==> src/rtl/sd_block_spi_pkg.sv <==
// ---------------------------------------------------------------------------
// sd_block_spi_pkg
// Shared definitions for the SD block transfer engine: FSM state encoding,
// SPI-mode command opcodes, data tokens, the data-response mask and a helper
// that produces the 6-byte command frame one byte at a time.
// ---------------------------------------------------------------------------
package sd_block_spi_pkg;

  typedef enum logic [3:0] {
    ST_IDLE  = 4'd0,
    ST_CMD   = 4'd1,
    ST_R1    = 4'd2,
    ST_RTOK  = 4'd3,
    ST_RDATA = 4'd4,
    ST_RCRC  = 4'd5,
    ST_WGAP  = 4'd6,
    ST_WTOK  = 4'd7,
    ST_WDATA = 4'd8,
    ST_WCRC  = 4'd9,
    ST_WRESP = 4'd10,
    ST_WBUSY = 4'd11,
    ST_FIN   = 4'd12
  } state_e;

  localparam logic [7:0]  CMD17_OP     = 8'h51;  // READ_SINGLE_BLOCK
  localparam logic [7:0]  CMD24_OP     = 8'h58;  // WRITE_BLOCK
  localparam logic [7:0]  START_TOKEN  = 8'hFE;  // single-block data start token
  localparam logic [7:0]  IDLE_BYTE    = 8'hFF;
  localparam logic [7:0]  R1_READY     = 8'h00;
  localparam logic [7:0]  DRESP_MASK   = 8'h1F;
  localparam logic [7:0]  DRESP_ACCEPT = 8'h05;
  localparam logic [15:0] R1_POLL_MAX  = 16'd8;  // NCR window for the R1 response

  // Byte idx of the command frame {opcode, 9'b0, block, CRC}. The CRC byte is
  // sent as FF: the card ignores CRC in SPI mode once initialised.
  function automatic logic [7:0] cmd_byte(input logic [2:0]  idx,
                                          input logic        is_write,
                                          input logic [22:0] blk);
    logic [31:0] arg;
    arg = {9'h000, blk};
    case (idx)
      3'd0:    cmd_byte = is_write ? CMD24_OP : CMD17_OP;
      3'd1:    cmd_byte = arg[31:24];
      3'd2:    cmd_byte = arg[23:16];
      3'd3:    cmd_byte = arg[15:8];
      3'd4:    cmd_byte = arg[7:0];
      default: cmd_byte = IDLE_BYTE;
    endcase
  endfunction

endpackage

==> src/rtl/sd_block_spi_xfer.sv <==
// ---------------------------------------------------------------------------
// spi_byte_xfer
// One SPI mode-0 byte exchange per start pulse: sclk idles low, MOSI changes on
// the falling edge (first bit presented before the first rising edge), MISO is
// sampled on the rising edge, MSB first. Each sclk half-period is CLK_DIV clk.
// Ports:
//   clk, rst    system clock, synchronous active-high reset
//   start_i     begin a byte (ignored while a byte is in flight)
//   tx_i        byte to send, captured with start_i
//   rx_o        last received byte, valid when done_o pulses
//   done_o      1-clk pulse after the 8th falling edge
//   sclk_o      SPI clock
//   mosi_o      SPI data out, high when idle
//   miso_i      SPI data in
// ---------------------------------------------------------------------------
module spi_byte_xfer #(
  parameter int unsigned CLK_DIV = 4
) (
  input  logic       clk,
  input  logic       rst,
  input  logic       start_i,
  input  logic [7:0] tx_i,
  output logic [7:0] rx_o,
  output logic       done_o,
  output logic       sclk_o,
  output logic       mosi_o,
  input  logic       miso_i
);

  localparam int DIV_W = (CLK_DIV > 1) ? $clog2(CLK_DIV) : 1;
  localparam logic [DIV_W-1:0] DIV_LAST = DIV_W'(CLK_DIV - 1);

  logic             busy_q;
  logic [DIV_W-1:0] div_q;
  logic [2:0]       bit_q;
  logic             sclk_q;
  logic             mosi_q;
  logic [7:0]       sh_q;
  logic [7:0]       rx_q;
  logic             done_q;

  // Clock divider, bit counter and shift registers for one byte.
  always_ff @(posedge clk) begin
    if (rst) begin
      busy_q <= 1'b0;
      div_q  <= '0;
      bit_q  <= 3'd0;
      sclk_q <= 1'b0;
      mosi_q <= 1'b1;
      sh_q   <= 8'hFF;
      rx_q   <= 8'h00;
      done_q <= 1'b0;
    end else begin
      done_q <= 1'b0;
      if (!busy_q) begin
        if (start_i) begin
          busy_q <= 1'b1;
          div_q  <= '0;
          bit_q  <= 3'd0;
          sclk_q <= 1'b0;
          sh_q   <= tx_i;
          mosi_q <= tx_i[7];
        end
      end else if (div_q == DIV_LAST) begin
        div_q <= '0;
        if (!sclk_q) begin
          sclk_q <= 1'b1;
          rx_q   <= {rx_q[6:0], miso_i};
        end else begin
          sclk_q <= 1'b0;
          if (bit_q == 3'd7) begin
            busy_q <= 1'b0;
            done_q <= 1'b1;
            mosi_q <= 1'b1;
          end else begin
            bit_q  <= bit_q + 3'd1;
            sh_q   <= {sh_q[6:0], 1'b1};
            mosi_q <= sh_q[6];
          end
        end
      end else begin
        div_q <= div_q + DIV_W'(1);
      end
    end
  end

  assign rx_o   = rx_q;
  assign done_o = done_q;
  assign sclk_o = sclk_q;
  assign mosi_o = mosi_q;

endmodule

==> src/rtl/sd_block_spi.sv <==
// ---------------------------------------------------------------------------
// sd_block_spi
// Executes single-block SD reads (CMD17) and writes (CMD24) in SPI mode,
// moving data between the card and the shared 512x8 block buffer.
// Ports:
//   clk, rst              system clock, synchronous active-high reset
//   card_ready            card initialisation complete
//   read_spi / write_spi  level requests (write wins when both are high)
//   block                 SDHC block number
//   busy                  not accepting requests / transfer in progress
//   err                   last transfer failed; cleared on next capture
//   buf_addr/wdata/we     block buffer write side and address
//   buf_rdata             buffer read data, one clk after buf_addr
//   sd_cs_n/sclk/mosi/miso SPI bus to the card
// ---------------------------------------------------------------------------
module sd_block_spi
  import sd_block_spi_pkg::*;
#(
  parameter int unsigned CLK_DIV      = 4,
  parameter logic [15:0] RESP_TIMEOUT = 16'hFFFF
) (
  input  logic        clk,
  input  logic        rst,
  input  logic        card_ready,
  input  logic        read_spi,
  input  logic        write_spi,
  input  logic [22:0] block,
  output logic        busy,
  output logic        err,
  output logic [8:0]  buf_addr,
  output logic [7:0]  buf_wdata,
  output logic        buf_we,
  input  logic [7:0]  buf_rdata,
  output logic        sd_cs_n,
  output logic        sd_sclk,
  output logic        sd_mosi,
  input  logic        sd_miso
);

  state_e      state_q;
  logic        is_wr_q;
  logic [22:0] block_q;
  logic        err_q;
  logic        cs_n_q;
  logic        buf_we_q;
  logic [8:0]  buf_addr_q;
  logic [7:0]  buf_wdata_q;
  logic [8:0]  cnt_q;
  logic [7:0]  tx_q;
  logic        start_q;
  logic [15:0] tmo_q;
  logic        done_s;
  logic [7:0]  rx_s;
  logic        poll_last_s;

  spi_byte_xfer #(.CLK_DIV(CLK_DIV)) u_xfer (
    .clk     (clk),
    .rst     (rst),
    .start_i (start_q),
    .tx_i    (tx_q),
    .rx_o    (rx_s),
    .done_o  (done_s),
    .sclk_o  (sd_sclk),
    .mosi_o  (sd_mosi),
    .miso_i  (sd_miso)
  );

  // The byte just polled is the last allowed: R1 uses the short NCR window.
  always_comb begin
    if (state_q == ST_R1) begin
      poll_last_s = (tmo_q == (R1_POLL_MAX - 16'd1));
    end else begin
      poll_last_s = (tmo_q == (RESP_TIMEOUT - 16'd1));
    end
  end

  // Transfer FSM: every non-idle state advances on a completed byte and
  // queues the next byte (FF unless the state overrides it).
  always_ff @(posedge clk) begin
    if (rst) begin
      state_q     <= ST_IDLE;
      is_wr_q     <= 1'b0;
      block_q     <= 23'h000000;
      err_q       <= 1'b0;
      cs_n_q      <= 1'b1;
      buf_we_q    <= 1'b0;
      buf_addr_q  <= 9'd0;
      buf_wdata_q <= 8'h00;
      cnt_q       <= 9'd0;
      tx_q        <= IDLE_BYTE;
      start_q     <= 1'b0;
      tmo_q       <= 16'd0;
    end else begin
      start_q  <= 1'b0;
      buf_we_q <= 1'b0;
      // Address steps past a byte only after its write strobe has been seen.
      if (buf_we_q) begin
        buf_addr_q <= buf_addr_q + 9'd1;
      end
      if (done_s) begin
        start_q <= 1'b1;
        tx_q    <= IDLE_BYTE;
      end
      case (state_q)
        ST_IDLE: begin
          if (card_ready && (read_spi || write_spi)) begin
            is_wr_q    <= write_spi;
            block_q    <= block;
            err_q      <= 1'b0;
            cs_n_q     <= 1'b0;
            buf_addr_q <= 9'd0;
            cnt_q      <= 9'd0;
            start_q    <= 1'b1;
            tx_q       <= write_spi ? CMD24_OP : CMD17_OP;
            state_q    <= ST_CMD;
          end
        end
        ST_CMD: begin
          if (done_s) begin
            if (cnt_q == 9'd5) begin
              state_q <= ST_R1;
              tmo_q   <= 16'd0;
            end else begin
              cnt_q <= cnt_q + 9'd1;
              tx_q  <= cmd_byte(cnt_q[2:0] + 3'd1, is_wr_q, block_q);
            end
          end
        end
        ST_R1: begin
          if (done_s) begin
            if (rx_s == R1_READY) begin
              state_q <= is_wr_q ? ST_WGAP : ST_RTOK;
              tmo_q   <= 16'd0;
            end else if ((rx_s != IDLE_BYTE) || poll_last_s) begin
              state_q <= ST_FIN;
              cs_n_q  <= 1'b1;
              err_q   <= 1'b1;
            end else begin
              tmo_q <= tmo_q + 16'd1;
            end
          end
        end
        ST_RTOK: begin
          if (done_s) begin
            if (rx_s == START_TOKEN) begin
              state_q <= ST_RDATA;
            end else if ((rx_s != IDLE_BYTE) || poll_last_s) begin
              state_q <= ST_FIN;
              cs_n_q  <= 1'b1;
              err_q   <= 1'b1;
            end else begin
              tmo_q <= tmo_q + 16'd1;
            end
          end
        end
        ST_RDATA: begin
          if (done_s) begin
            buf_we_q    <= 1'b1;
            buf_wdata_q <= rx_s;
            // Address 511 written means the 9-bit address wraps: phase over.
            if (buf_addr_q == 9'd511) begin
              state_q <= ST_RCRC;
              cnt_q   <= 9'd0;
            end
          end
        end
        ST_RCRC, ST_WCRC: begin
          if (done_s) begin
            if (cnt_q == 9'd1) begin
              if (state_q == ST_RCRC) begin
                state_q <= ST_FIN;
                cs_n_q  <= 1'b1;
              end else begin
                state_q <= ST_WRESP;
                tmo_q   <= 16'd0;
              end
            end else begin
              cnt_q <= cnt_q + 9'd1;
            end
          end
        end
        ST_WGAP: begin
          if (done_s) begin
            state_q <= ST_WTOK;
            tx_q    <= START_TOKEN;
          end
        end
        ST_WTOK: begin
          // buf_addr has held 0 since capture, so buf_rdata is byte 0 here.
          if (done_s) begin
            state_q    <= ST_WDATA;
            cnt_q      <= 9'd0;
            tx_q       <= buf_rdata;
            buf_addr_q <= 9'd1;
          end
        end
        ST_WDATA: begin
          // The address runs one byte ahead, so the next byte's read data has
          // a whole byte time to settle before it is loaded.
          if (done_s) begin
            if (cnt_q == 9'd511) begin
              state_q    <= ST_WCRC;
              cnt_q      <= 9'd0;
              buf_addr_q <= 9'd0;
            end else begin
              cnt_q      <= cnt_q + 9'd1;
              tx_q       <= buf_rdata;
              buf_addr_q <= buf_addr_q + 9'd1;
            end
          end
        end
        ST_WRESP: begin
          if (done_s) begin
            if (rx_s != IDLE_BYTE) begin
              if ((rx_s & DRESP_MASK) == DRESP_ACCEPT) begin
                state_q <= ST_WBUSY;
                tmo_q   <= 16'd0;
              end else begin
                state_q <= ST_FIN;
                cs_n_q  <= 1'b1;
                err_q   <= 1'b1;
              end
            end else if (poll_last_s) begin
              state_q <= ST_FIN;
              cs_n_q  <= 1'b1;
              err_q   <= 1'b1;
            end else begin
              tmo_q <= tmo_q + 16'd1;
            end
          end
        end
        ST_WBUSY: begin
          if (done_s) begin
            if (rx_s == IDLE_BYTE) begin
              state_q <= ST_FIN;
              cs_n_q  <= 1'b1;
            end else if (poll_last_s) begin
              state_q <= ST_FIN;
              cs_n_q  <= 1'b1;
              err_q   <= 1'b1;
            end else begin
              tmo_q <= tmo_q + 16'd1;
            end
          end
        end
        ST_FIN: begin
          // cs_n is already high; this byte only supplies the trailing clocks.
          if (done_s) begin
            start_q <= 1'b0;
            state_q <= ST_IDLE;
          end
        end
        default: begin
          start_q <= 1'b0;
          cs_n_q  <= 1'b1;
          state_q <= ST_IDLE;
        end
      endcase
    end
  end

  assign busy      = !card_ready || (state_q != ST_IDLE);
  assign err       = err_q;
  assign buf_addr  = buf_addr_q;
  assign buf_wdata = buf_wdata_q;
  assign buf_we    = buf_we_q;
  assign sd_cs_n   = cs_n_q;

endmodule

==> config.mk <==
export PLATFORM = sky130hd
export DESIGN_NAME = sd_block_spi
export DESIGN_NICKNAME = d
export VERILOG_FILES = /design/src/rtl/sd_block_spi_pkg.sv /design/src/rtl/sd_block_spi_xfer.sv /design/src/rtl/sd_block_spi.sv
export SDC_FILE = /design/constraint.sdc
export NUM_CORES = 1
export LEC_CHECK = 0
export BUFFER_PORTS_ARGS = -buffer_cell sky130_fd_sc_hd__buf_2
export CAP_MARGIN = 20
export CORE_ASPECT_RATIO = 1.75
export CORE_MARGIN = 2
export CORE_UTILIZATION = 43
export CTS_BUF_LIST = sky130_fd_sc_hd__clkbuf_8 sky130_fd_sc_hd__clkbuf_16
export DETAILED_ROUTE_END_ITERATION = 16
export GPL_ROUTABILITY_DRIVEN = 0
export GPL_TIMING_DRIVEN = 0
export PLACE_DENSITY = 0.71
export REMOVE_ABC_BUFFERS = 1
export SLEW_MARGIN = 30
export SYNTH_ARGS = -nofsm -noshare
export SYNTH_HDL_FRONTEND = slang
export SYNTH_HIERARCHICAL = 1
export SYNTH_SLANG_ARGS = --single-unit
export TNS_END_PERCENT = 1
==> constraint.sdc <==
create_clock -name clk -period 6.4 [get_ports clk]
set_clock_uncertainty 0.2 [all_clocks]
set_input_delay 1.6 -clock clk [delete_from_list [all_inputs] [get_ports clk]]
set_output_delay 1.6 -clock clk [all_outputs]
set_load 0.005 [all_outputs]
==> results_dict.tcl <==
set metrics [dict create \
    final_area_sq_um 6540 \
    die_w_microns 92.2 \
    crit_fanout 5 \
    placed_area_sq_um 6240 \
    vias_per_cell 5.78 \
    ys_types 72 \
    final.setup.tns_ns 0 \
    ys_seq_area_frac 0.363 \
    vias 5595 \
    synth-simple-area-share 0.279 \
    postLayoutCoreUtil 0.489 \
    tightest_slew_ns 0.939 \
    dr.pass1.iters 7 \
    finalNonFillerCells 968 \
    slew-limit-headroom 0.373 \
    synth-seq-cells 106 \
    drcViolationCount 0 \
    grt_overflow 0 \
    antenna_left 0 \
    clockBufferDepth 2 \
    antenna_found_initial 0 \
    leakage_nw 2.56 \
    status "complete, no violations" \
    setup_viol 0 \
    fillers 1347 \
    start_util 0.437 \
    end_kind "primary output" \
    core_area_sq_um 13400 \
    cts.sinks 106 \
    grt_setup_unrepaired "no" \
    synthMuxAreaShare 0.0274 \
    max_freq_mhz 252 \
    track_usage 0.202 \
    hold_viol 0 \
    cts-resized-gates 0 \
    antenna_cells 0 \
    yosysWarnings 6 \
    final.min_clock_period_ns 3.97 \
    vdd_drop_max_v 0.000151 \
    path_clk_slew_ns 0.07 \
    synth_cells 762 \
    hold_slack_ns 0.256 \
    grt_pass1_wl_mm 24.1 \
    synth_edf_count 0 \
    numCtsBuffers 9 \
    synth_area_per_cell_sq_um 7.68 \
    crit_type "input pin to primary output" \
    synth_compound_area_frac 0.233 \
    area_growth_syn_to_layout_pct 11.7 \
    cp_data_arrival_time_ns 2.17 \
    htree_levels 3 \
    synth_xor_area_frac 0.0225 \
    cts_hold_buf 0 \
    async_reset_ff_frac 0 \
    hold_path_class "flip-flop to flip-flop" \
    grt_max_degree 49 \
    power_density_nw_per_um2 282 \
    slew_violations 0 \
    portBuffers 59 \
    drive_gt1_frac 0.116 \
    netlist_area_sq_um 5850 \
    dpl.hpwl_mm 10.7 \
    rows 56 \
    fin_nets 840 \
    ys.flop_type "dfxtp_1" \
    drt_wl_total_mm 15.0 \
    cts_tree "done" \
    cts_setup_buffers 0 \
    grt_pass1_vias 5093 \
    synth_top_family_by_area "simple AND/OR/NAND/NOR gates" \
    cts.root.buffer_cell "clkbuf_16" \
    wl_per_cell_microns 15.5 \
    cp_data_required_time_ns 4.60 \
    post-route-period-util 0.620 \
    synthAdderAreaFrac 0.0299 \
    startpoint_type "input pin" \
    cap_viol_max_count 0 \
    drtIter0Drc 372 \
    die_h_microns 158 \
    die_area_sq_um 14600 \
    insertion_delay_ns 0.36 \
    dp_cells 952 \
    io_pins 60 \
]
==> placed cells by master, fill, tap and decap left out, types with 4 or more instances in the layout <==
master	synthesis	final
a211oi_1	14	13
a21o_1	6	6
a21oi_1	80	80
a221oi_1	4	4
a22o_1	5	5
a22oi_1	4	4
a31oi_1	6	6
a32oi_1	5	5
and2_1	6	6
and3_1	7	7
buf_2	10	58
clkbuf_16	0	9
dfxtp_1	106	106
ha_1	14	14
inv_1	15	15
mux2i_1	16	16
nand2_1	110	110
nand2b_1	7	7
nand3_1	29	29
nand4_1	13	13
nor2_1	76	75
nor2b_1	19	19
nor3_1	14	14
nor4_1	13	13
o211ai_1	6	6
o21ai_0	45	45
o22ai_1	8	8
or3_1	11	11
or4_1	5	5
xnor2_1	6	6
xor2_1	9	9
==> registers in the layout, summed over array words and instances (netlist names) <==
name / flops
block_q: 23
buf_addr: 9
buf_wdata: 8
buf_we: 1
cnt_q: 9
err: 1
is_wr_q: 1
sd_cs_n: 1
start_q: 1
state_q: 4
tmo_q: 16
tx_q: 8
u_xfer/bit_q: 3
u_xfer/busy_q: 1
u_xfer/div_q: 2
u_xfer/done_o: 1
u_xfer/mosi_o: 1
u_xfer/rx_o: 8
u_xfer/sclk_o: 1
u_xfer/sh_q: 7
==> cell families after synthesis <==
group                    count (synthesis)
multiplexers                            16
XOR/XNOR                                15
AND/OR/NAND/NOR                        333
adder cells (fa/ha/maj)                 14
AO/OA/AOI/OAI                          217
buffers and inverters                   61
flip-flops                             106
==> cells in the mapped netlist, drive strengths merged (7+ instances only) <==
library cell  instances  area, sq um
a211oi               14          105
a21oi                80          400
and3                  7         43.8
buf                  19          106
clkbuf               26         97.6
dfxtp               106         2120
ha                   14          175
inv                  15         56.3
mux2i                16          160
nand2               110          413
nand2b                8         57.6
nand3                29          145
nand4                13         81.3
nor2                 76          285
nor2b                20          128
nor3                 14         70.1
nor4                 13         81.3
o21ai                47          235
o22ai                 9         70.1
or3                  11         68.8
xor2                  9         78.8
==> power breakdown <==
group          internal [W]  total (W)  switching (W)
logic              0.000182   0.000485       0.000303
clock network      0.000307   0.000567       0.000260
registers          0.000717   0.000792      0.0000757
==> critical path, cell delays in order <==
cell and delay (ns):
buf_2 0.09, and2_1 0.23, inv_1 0.10, buf_2 0.14
==> through the flow <==
step / setup slack (ns) / total power, W
6_report: 2.43 / 0.00184
3_3_place_gp: 1.83 / 0.00126
2_1_floorplan: 2.76 / 0.00112
5_1_grt: 2.40 / 0.00194
4_1_cts: 2.44 / 0.00185
3_5_place_dp: 2.41 / 0.00129
==> metal layers <==
layer,wire length (microns),up-vias,GRT usage
met4,436,0,0.0881
met2,7920,122,0.377
met3,483,37,0.0298
li1,-,2808,-
met1,6160,2628,0.226
met5,0,-,0
==> final timing paths <==
kind / start / end / slack [ns] / cells after the start
max: card_ready / busy / 2.43 / 4
min: block_q[1] / block_q[1] / 0.26 / 2
min reg2reg: block_q[1] / block_q[1] / 0.26 / 2
max reg2reg: state_q[2] / tmo_q[12] / 2.64 / 8
==> cell type report <==
type	count	area, sq um	share of cell area
Tap cell	174	218	0.0333
Multi-Input combinational cell	595	3490	0.534
Inverter	16	60.1	0.00918
Clock buffer	9	225	0.0344
Sequential cell	106	2120	0.325
Timing Repair Buffer	61	345	0.0528
Clock inverter	7	77.6	0.0119
Note: power is estimated with default switching activity, not from simulation.
